$ cat src/rtl/fetch_pkg.sv
// Shared types and constants for the instruction-fetch stage and its output FIFO.
package fetch_pkg;

  localparam int          FETCH_WIDTH = 32;
  localparam logic [31:0] NOP_INSTR   = 32'h0000_0013;

  typedef enum logic [1:0] {
    S_IDLE,
    S_REQ,
    S_WAIT,
    S_DROP
  } fetch_state_t;

  // The FIFO default entry type; the top re-declares it at its own WIDTH.
  typedef struct packed {
    logic [FETCH_WIDTH-1:0] pc;
    logic [31:0]            instr;
    logic                   misaligned;
  } fetch_entry_t;

endpackage

$ cat src/rtl/fetch_fifo.sv
// Small power-of-two FIFO between fetch and decode; the head is read straight from
// registered storage, so it holds still while it waits to be popped. Flush wins over push/pop.
module fetch_fifo import fetch_pkg::*; #(
  parameter int  DEPTH   = 2,
  parameter type entry_t = fetch_entry_t,
  localparam int PW      = $clog2(DEPTH)
) (
  input  logic          clk,
  input  logic          rst,
  input  logic          push_i,
  input  logic          pop_i,
  input  logic          flush_i,
  input  entry_t        data_i,
  output entry_t        data_o,
  output logic          full_o,
  output logic          empty_o,
  output logic [PW:0]   count_o
);

  localparam logic [PW:0] FULL_CNT = (PW+1)'(DEPTH);

  entry_t        mem_q [DEPTH];
  logic [PW-1:0] wr_ptr_q, wr_ptr_d;
  logic [PW-1:0] rd_ptr_q, rd_ptr_d;
  logic [PW:0]   count_q, count_d;
  logic          do_push, do_pop;

  assign full_o  = (count_q == FULL_CNT);
  assign empty_o = (count_q == '0);
  assign count_o = count_q;
  assign data_o  = mem_q[rd_ptr_q];

  // A push into a full FIFO is legal only when the head leaves in the same cycle.
  assign do_pop  = pop_i && !empty_o;
  assign do_push = push_i && (!full_o || do_pop);

  always_comb begin
    wr_ptr_d = wr_ptr_q;
    rd_ptr_d = rd_ptr_q;
    count_d  = count_q;
    if (flush_i) begin
      wr_ptr_d = '0;
      rd_ptr_d = '0;
      count_d  = '0;
    end else begin
      if (do_push) wr_ptr_d = wr_ptr_q + PW'(1);
      if (do_pop)  rd_ptr_d = rd_ptr_q + PW'(1);
      case ({do_push, do_pop})
        2'b10:   count_d = count_q + (PW+1)'(1);
        2'b01:   count_d = count_q - (PW+1)'(1);
        default: count_d = count_q;
      endcase
    end
  end

  always_ff @(posedge clk) begin
    if (rst) begin
      wr_ptr_q <= '0;
      rd_ptr_q <= '0;
      count_q  <= '0;
      for (int i = 0; i < DEPTH; i++) mem_q[i] <= '0;
    end else begin
      wr_ptr_q <= wr_ptr_d;
      rd_ptr_q <= rd_ptr_d;
      count_q  <= count_d;
      if (do_push && !flush_i) mem_q[wr_ptr_q] <= data_i;
    end
  end

endmodule

$ cat src/rtl/fetch_stage.sv
// Instruction-fetch stage: one outstanding imem request, PC tagging, redirect squash.
// Optional misaligned-PC detection is enabled by defining FETCH_MISALIGN_CHECK_EN.
module fetch_stage import fetch_pkg::*; #(
  parameter int WIDTH = 32,
  parameter int DEPTH = 2
) (
  input  logic             clk,
  input  logic             rst,
  input  logic [WIDTH-1:0] pc_i,
  input  logic             redirect_i,
  output logic             pc_stall_o,
  output logic             imem_req_o,
  output logic [WIDTH-1:0] imem_addr_o,
  input  logic             imem_gnt_i,
  input  logic             imem_rvalid_i,
  input  logic [31:0]      imem_rdata_i,
  output logic             if_valid_o,
  input  logic             if_ready_i,
  output logic [WIDTH-1:0] if_pc_o,
  output logic [31:0]      if_instr_o,
  output logic             if_misaligned_o
);

  localparam int          PW        = $clog2(DEPTH);
  localparam logic [PW:0] DEPTH_CNT = (PW+1)'(DEPTH);

  typedef struct packed {
    logic [WIDTH-1:0] pc;
    logic [31:0]      instr;
    logic             misaligned;
  } entry_t;

  fetch_state_t     state_q, state_d;
  logic [WIDTH-1:0] req_pc_q, req_pc_d;
  logic             push, pop, full, empty;
  logic [PW:0]      count, count_after;
  logic             space_after;
  logic             misalign_req, misalign_hold;
  entry_t           push_entry, head;

  assign pop         = !empty && if_ready_i;
  assign count_after = count + (PW+1)'(1) - (PW+1)'(pop);
  assign space_after = (count_after < DEPTH_CNT);

  assign imem_addr_o = {pc_i[WIDTH-1:2], 2'b00};
  assign pc_stall_o  = !(imem_req_o && imem_gnt_i);

  // Every path into S_REQ leaves room in the FIFO, so "not full" is the whole
  // occupancy-plus-outstanding test there.
  always_comb begin
    state_d               = state_q;
    req_pc_d              = req_pc_q;
    imem_req_o            = 1'b0;
    push                  = 1'b0;
    push_entry.pc         = req_pc_q;
    push_entry.instr      = imem_rdata_i;
    push_entry.misaligned = 1'b0;
    case (state_q)
      S_IDLE: begin
        if (redirect_i || (pop && !misalign_hold)) state_d = S_REQ;
      end
      S_REQ: begin
        if (!full) begin
          if (misalign_req) begin
            if (!redirect_i) begin
              push                  = 1'b1;
              push_entry.pc         = pc_i;
              push_entry.instr      = NOP_INSTR;
              push_entry.misaligned = 1'b1;
              state_d               = S_IDLE;
            end
          end else begin
            imem_req_o = 1'b1;
            if (imem_gnt_i) begin
              req_pc_d = pc_i;
              state_d  = redirect_i ? S_DROP : S_WAIT;
            end
          end
        end
      end
      S_WAIT: begin
        if (imem_rvalid_i) begin
          if (redirect_i) begin
            state_d = S_REQ;
          end else begin
            push    = 1'b1;
            state_d = space_after ? S_REQ : S_IDLE;
          end
        end else if (redirect_i) begin
          state_d = S_DROP;
        end
      end
      S_DROP: begin
        if (imem_rvalid_i) state_d = S_REQ;
      end
      default: state_d = S_REQ;
    endcase
  end

  always_ff @(posedge clk) begin
    if (rst) begin
      state_q  <= S_REQ;
      req_pc_q <= '0;
    end else begin
      state_q  <= state_d;
      req_pc_q <= req_pc_d;
    end
  end

  fetch_fifo #(
    .DEPTH   (DEPTH),
    .entry_t (entry_t)
  ) u_fifo (
    .clk     (clk),
    .rst     (rst),
    .push_i  (push),
    .pop_i   (pop),
    .flush_i (redirect_i),
    .data_i  (push_entry),
    .data_o  (head),
    .full_o  (full),
    .empty_o (empty),
    .count_o (count)
  );

  assign if_valid_o = !empty;
  assign if_pc_o    = head.pc;
  assign if_instr_o = head.instr;

`ifdef FETCH_MISALIGN_CHECK_EN
  // After a misaligned marker the stage parks in S_IDLE until the PC is redirected.
  logic hold_q, hold_d;

  assign misalign_req = (pc_i[1:0] != 2'b00);

  always_comb begin
    hold_d = hold_q;
    if (redirect_i)                                  hold_d = 1'b0;
    else if (state_q == S_REQ && !full && misalign_req) hold_d = 1'b1;
  end

  always_ff @(posedge clk) begin
    if (rst) hold_q <= 1'b0;
    else     hold_q <= hold_d;
  end

  assign misalign_hold   = hold_q;
  assign if_misaligned_o = head.misaligned;
`else
  logic unused_misaligned;

  assign misalign_req      = 1'b0;
  assign misalign_hold     = 1'b0;
  assign if_misaligned_o   = 1'b0;
  assign unused_misaligned = head.misaligned;
`endif

endmodule
$ cat config.mk
export PLATFORM = sky130hd
export DESIGN_NAME = fetch_stage
export DESIGN_NICKNAME = d
export VERILOG_FILES = /design/src/rtl/fetch_pkg.sv /design/src/rtl/fetch_fifo.sv /design/src/rtl/fetch_stage.sv
export SDC_FILE = /design/constraint.sdc
export NUM_CORES = 1
export LEC_CHECK = 0
export CAP_MARGIN = 20
export CORE_ASPECT_RATIO = 0.75
export CORE_MARGIN = 4
export CORE_UTILIZATION = 45
export CTS_CLUSTER_DIAMETER = 100
export CTS_CLUSTER_SIZE = 12
export DETAILED_ROUTE_END_ITERATION = 6
export PLACE_DENSITY = 0.73
export SLEW_MARGIN = 20
export SYNTH_ARGS = -nofsm -noshare
export SYNTH_HDL_FRONTEND = slang
export SYNTH_SLANG_ARGS = --single-unit
$ cat constraint.sdc
create_clock -name clk -period 7.2 [get_ports clk]
set_input_delay 1.44 -clock clk [delete_from_list [all_inputs] [get_ports clk]]
set_output_delay 1.44 -clock clk [all_outputs]
set_load 0.02 [all_outputs]
==> report_table.html <==
<table>
<tr><th>Metric</th><th>Value</th></tr>
<tr><th colspan="2">Outcome</th></tr>
<tr><td>Result of the run</td><td>complete, no violations</td></tr>
<tr><th colspan="2">CTS</th></tr>
<tr><td>Number of cells upsized or downsized after cts</td><td>0</td></tr>
<tr><td>Clock sink total</td><td>about 170</td></tr>
<tr><td>CTS Buf Count</td><td>17</td></tr>
<tr><td>Post-CTS setup buffer count</td><td>0</td></tr>
<tr><td>Clk Tree Root Cell</td><td>clkbuf_16</td></tr>
<tr><td>CTS tree</td><td>built</td></tr>
<tr><td>H-tree level count</td><td>4</td></tr>
<tr><td>Clock latency on the worst-skew pair</td><td>between 0.4 and 0.5 ns</td></tr>
<tr><td>Cts hold-fix bufs</td><td>0</td></tr>
<tr><td>Maximum count of clock buffers along a single path</td><td>2</td></tr>
<tr><td>Clock slew at the register clock pins of the worst setup and hold paths</td><td>about 0.060 ns</td></tr>
<tr><th colspan="2">Final layout</th></tr>
<tr><td>Number of filler cells placed in the layout</td><td>~1300</td></tr>
<tr><td>Area growth from synthesis to layout</td><td>28.1%</td></tr>
<tr><td>Flip-flop and latch area</td><td>4630 um^2</td></tr>
<tr><td>Number of nets in the final layout</td><td>between 700 and 800</td></tr>
<tr><td>Final core utilization</td><td>59.2%</td></tr>
<tr><td>Area occupied by multi-input gates</td><td>2330 um^2</td></tr>
<tr><td>Layout cells sized above 1</td><td>15.1%</td></tr>
<tr><td>Number of antenna diodes</td><td>0</td></tr>
<tr><th colspan="2">Floorplanning</th></tr>
<tr><td>Core Region</td><td>approximately 16000 um^2</td></tr>
<tr><td>Die boundary height</td><td>119 um</td></tr>
<tr><td>Total Die Area</td><td>approximately 19000 um^2</td></tr>
<tr><td>Die width</td><td>157 um</td></tr>
<tr><td>Ports placed on the boundary</td><td>170</td></tr>
<tr><td>Initial core utilization</td><td>46.2%</td></tr>
<tr><td>Std-Cell Rows</td><td>40</td></tr>
<tr><th colspan="2">Power</th></tr>
<tr><td>Max IR drop VDD</td><td>between 0.0002 and 0.00025 V</td></tr>
<tr><td>Proportion of power drawn by combinational gates</td><td>between 10% and 20%</td></tr>
<tr><td>Total Power Consumption</td><td>about 2.3 mW</td></tr>
<tr><td>Leak Pwr</td><td>between 3 and 4 nW</td></tr>
<tr><td>Clock share of power</td><td>35.4%</td></tr>
<tr><td>Part of the power in registers</td><td>between 40% and 50%</td></tr>
<tr><td>Power spent charging and discharging nets</td><td>approximately 0.61 mW</td></tr>
<tr><td>PD cells</td><td>between 200 and 250 nW/um^2</td></tr>
<tr><td>Internal power of the cells</td><td>roughly 1.7 mW</td></tr>
<tr><td>Switching share of power</td><td>about a quarter</td></tr>
<tr><th colspan="2">Setup path</th></tr>
<tr><td>Startpoint of the worst register-to-register path</td><td>u_fifo.count_o[0]</td></tr>
<tr><td>CP startpoint kind</td><td>input port</td></tr>
<tr><td>Critical register-to-register path endpoint</td><td>u_fifo.mem_q[1][60]</td></tr>
<tr><td>Length in cells of the worst reg-to-reg path</td><td>7</td></tr>
<tr><td>Endpoint required time on the critical path</td><td>approximately 5.8 ns</td></tr>
<tr><td>Kind of critical path</td><td>input port to output port</td></tr>
<tr><td>Critical-path maximum fanout</td><td>33</td></tr>
<tr><td>Kind of capture point of the worst setup path</td><td>output port</td></tr>
<tr><td>Reg2Reg Setup Slack</td><td>4.61 ns</td></tr>
<tr><td>Critical path launch point</td><td>imem_gnt_i</td></tr>
<tr><td>Arrival time of data at the critical path endpoint</td><td>approximately 3.5 ns</td></tr>
<tr><th colspan="2">Drt</th></tr>
<tr><td>Number of optimization iterations in the first detailed-route pass</td><td>4</td></tr>
<tr><td>Residual antenna-violating net count after detailed routing</td><td>0</td></tr>
<tr><td>Routed length per instance</td><td>roughly 16 um</td></tr>
<tr><td>Count of vias placed by the detailed router</td><td>around 4500</td></tr>
<tr><td>Number of vias per cell after detailed routing</td><td>4.87</td></tr>
<tr><td>Number of violations reported at the end of detailed-routing iteration 0</td><td>about 210</td></tr>
<tr><td>Remaining design rule violation count</td><td>0</td></tr>
<tr><td>Detailed Route WL</td><td>between 15 and 20 mm</td></tr>
<tr><th colspan="2">Synthesis</th></tr>
<tr><td>Library cell occupying the most area in the post-synthesis netlist</td><td>edfxtp_1</td></tr>
<tr><td>Synthesized netlist cell count</td><td>between 500 and 600</td></tr>
<tr><td>FF+latch count, synth</td><td>around 170</td></tr>
<tr><td>Share of async-settable or async-resettable flops after synthesis</td><td>0%</td></tr>
<tr><td>Netlist Area Pre-Place</td><td>between 7000 and 8000 um^2</td></tr>
<tr><td>Share of synthesized cell area in full adder, half adder and majority cells</td><td>between 1 and 1.5%</td></tr>
<tr><td>Post-Synthesis Mean Instance Area</td><td>about 13 um^2</td></tr>
<tr><td>Top cell type's share of synthesized area</td><td>51.6%</td></tr>
<tr><td>Most used flip-flop cell after synthesis</td><td>edfxtp_1</td></tr>
<tr><td>XOR/XNOR share of the synthesized area</td><td>less than 1%</td></tr>
<tr><td>Sequential area share after synthesis</td><td>between 60% and 70%</td></tr>
<tr><td>Dominant combinational cell family by area after synthesis</td><td>simple AND/OR/NAND/NOR gates</td></tr>
<tr><td>Simple-gate area share of the yosys netlist</td><td>approximately 16%</td></tr>
<tr><td>Complex-gate fraction of the synthesized area</td><td>3.38%</td></tr>
<tr><td>EDFF count, synth</td><td>128</td></tr>
<tr><td>Number of distinct library cells after synthesis</td><td>34</td></tr>
<tr><td>Synth top area cells</td><td>edfxtp_1 (52%), and2_1 (11%), dfxtp_1 (10%)</td></tr>
<tr><td>Multiplexer fraction of the synthesized cell area</td><td>9.82%</td></tr>
<tr><td>Warnings from Yosys</td><td>0</td></tr>
<tr><th colspan="2">STA</th></tr>
<tr><td>Setup TNS after final layout</td><td>0 ns</td></tr>
<tr><td>Final hold violation count</td><td>0</td></tr>
<tr><td>Skew final</td><td>about 0.0068 ns</td></tr>
<tr><td>Unrepaired setup endpoints after global routing</td><td>no</td></tr>
<tr><td>Final Worst Setup Slack</td><td>2.30 ns</td></tr>
<tr><td>Final period util</td><td>between 60% and 70%</td></tr>
<tr><td>Worst slew margin</td><td>between 40% and 50%</td></tr>
<tr><td>Time the worst path needs with I/O delays and setup</td><td>around 4.9 ns</td></tr>
<tr><td>Final number of max-transition violations</td><td>0</td></tr>
<tr><td>Number of setup violations in the final report</td><td>0</td></tr>
<tr><td>Worst Tran Pin Value</td><td>slightly below 0.9 ns</td></tr>
<tr><td>F_max</td><td>204 MHz</td></tr>
<tr><th colspan="2">Global route</th></tr>
<tr><td>Total routing usage reported by global routing</td><td>~16%</td></tr>
<tr><td>Via count of the first global-routing pass</td><td>between 4000 and 5000</td></tr>
<tr><td>Global-route wire length before repair</td><td>around 24 mm</td></tr>
<tr><td>Number of antenna violations at the first check in global routing</td><td>1</td></tr>
<tr><td>Pin count of the biggest net entering global routing</td><td>45</td></tr>
<tr><td>Grt total ovfl</td><td>0</td></tr>
<tr><th colspan="2">Placed design</th></tr>
<tr><td>Port-buffer cells</td><td>between 150 and 200</td></tr>
<tr><td>Final estimated routing congestion in global placement</td><td>0.758</td></tr>
<tr><td>Setup WS pre-CTS</td><td>~2.3 ns</td></tr>
<tr><td>Detailed placer's ending HPWL</td><td>around 10 mm</td></tr>
<tr><th colspan="2">Worst hold path</th></tr>
<tr><td>Capture endpoint of the worst hold path</td><td>req_pc_q[17]</td></tr>
<tr><td>HP Class</td><td>flip-flop to flip-flop</td></tr>
<tr><td>Hold Path Stages</td><td>2</td></tr>
<tr><td>Hold path startpoint</td><td>req_pc_q[17]</td></tr>
<tr><th colspan="2">Flow run</th></tr>
<tr><td>Number of max-cap violations</td><td>0</td></tr>
</table>
cell type report:
cell class / instances / share of cell area (%)
multi-input cells: 334 / 24.4
repair buffers: 174 / 18.3
clock inverters: 13 / 1.12
inverters: 10 / 0.394
clock buffers: 19 / 4.54
flip-flops and latches: 167 / 48.5
well taps: 210 / 2.76
layer usage:
metal	GRT usage, %	vias up	wire length (um)
li1	-	2201	-
met1	22.0	2144	6930
met2	26.4	149	7150
met3	4.76	17	924
met4	4.12	2	135
met5	0	-	13
power groups by stage:
stage / registers (mW) / logic [mW] / clock network, mW
global placement: 1.15 / 0.372 / 0
floorplan: 1.15 / 0.243 / 0
detailed placement: 1.16 / 0.385 / 0
CTS: 1.13 / 0.387 / 0.848
finish: 1.13 / 0.383 / 0.832
global route: 1.14 / 0.421 / 0.894
worst max-delay path, cell delays in order:
cell and delay, ns:
clkdlybuf4s50_1 0.42, and2_1 0.14, buf_4 0.24, inv_2 0.49, clkdlybuf4s50_1 0.72
cells in the final DEF, fill, tap and decap left out, types with 2 or more instances in the layout:
master,n
a21oi_1,34
and2_1,129
buf_12,2
buf_4,6
clkbuf_1,2
clkbuf_16,17
clkdlybuf4s50_1,165
clkinv_1,4
clkinv_2,2
clkinv_4,3
conb_1,3
dfxtp_1,38
edfxtp_1,128
ha_1,7
inv_1,9
inv_6,2
mux2_2,64
nand2_1,64
nand2b_1,2
nor2_1,3
nor2b_1,2
nor2b_4,2
nor3_1,4
nor3_4,2
o21bai_4,2
or4_1,2
xnor2_1,2
xor2_1,2
state kept, by name (all words and copies together) (netlist names), named ones only:
name             count
u_fifo.rd_ptr_q      1
u_fifo.count_o       2
state_q              2
req_pc_q            32
u_fifo.mem_q       128
u_fifo.wr_ptr_q      1
cell families after synthesis:
family / count (synthesis)
XOR/XNOR: 4
other: 1
adder cells (fa/ha/maj): 7
multiplexers: 65
AO/OA/AOI/OAI: 43
buffers and inverters: 75
AND/OR/NAND/NOR: 212
flip-flops: 167
cell usage after synthesis (2+ instances only):
| cell type | number |
|---|---|
| buf_6 | 13 |
| nor2b_4 | 2 |
| nand2_1 | 64 |
| o21bai_1 | 2 |
| ha_1 | 7 |
| nor2_1 | 3 |
| xnor2_1 | 2 |
| a21oi_1 | 34 |
| nor3_1 | 4 |
| edfxtp_1 | 128 |
| clkbuf_1 | 6 |
| buf_2 | 13 |
| buf_4 | 33 |
| nor2b_1 | 2 |
| and2_1 | 129 |
| mux2_2 | 64 |
| dfxtp_1 | 39 |
| xor2_1 | 2 |
| nand2b_1 | 2 |
| inv_1 | 9 |
| or4_1 | 2 |
| nor3_4 | 2 |
through the flow:
| step | hold slack [ns] | cell area [um^2] | cells |
|---|---|---|---|
| floorplan | 0.440 | 7450 | 576 |
| global placement | 0.448 | 8960 | 893 |
| detailed placement | 0.455 | 9000 | 895 |
| CTS | 0.464 | 9540 | 927 |
| global route | 0.492 | 9540 | 927 |
| finish | 0.459 | 9540 | 927 |
how the worst max path moves through the flow:
stage | to | slack (ns)
after floorplan | u_fifo.mem_q[0][0] | 1.86
after global placement | pc_stall_o | 2.30
after detailed placement | pc_stall_o | 2.27
after CTS | pc_stall_o | 2.28
after global routing | pc_stall_o | 2.17
final | pc_stall_o | 2.30
Power figures use the tool's default switching activity.
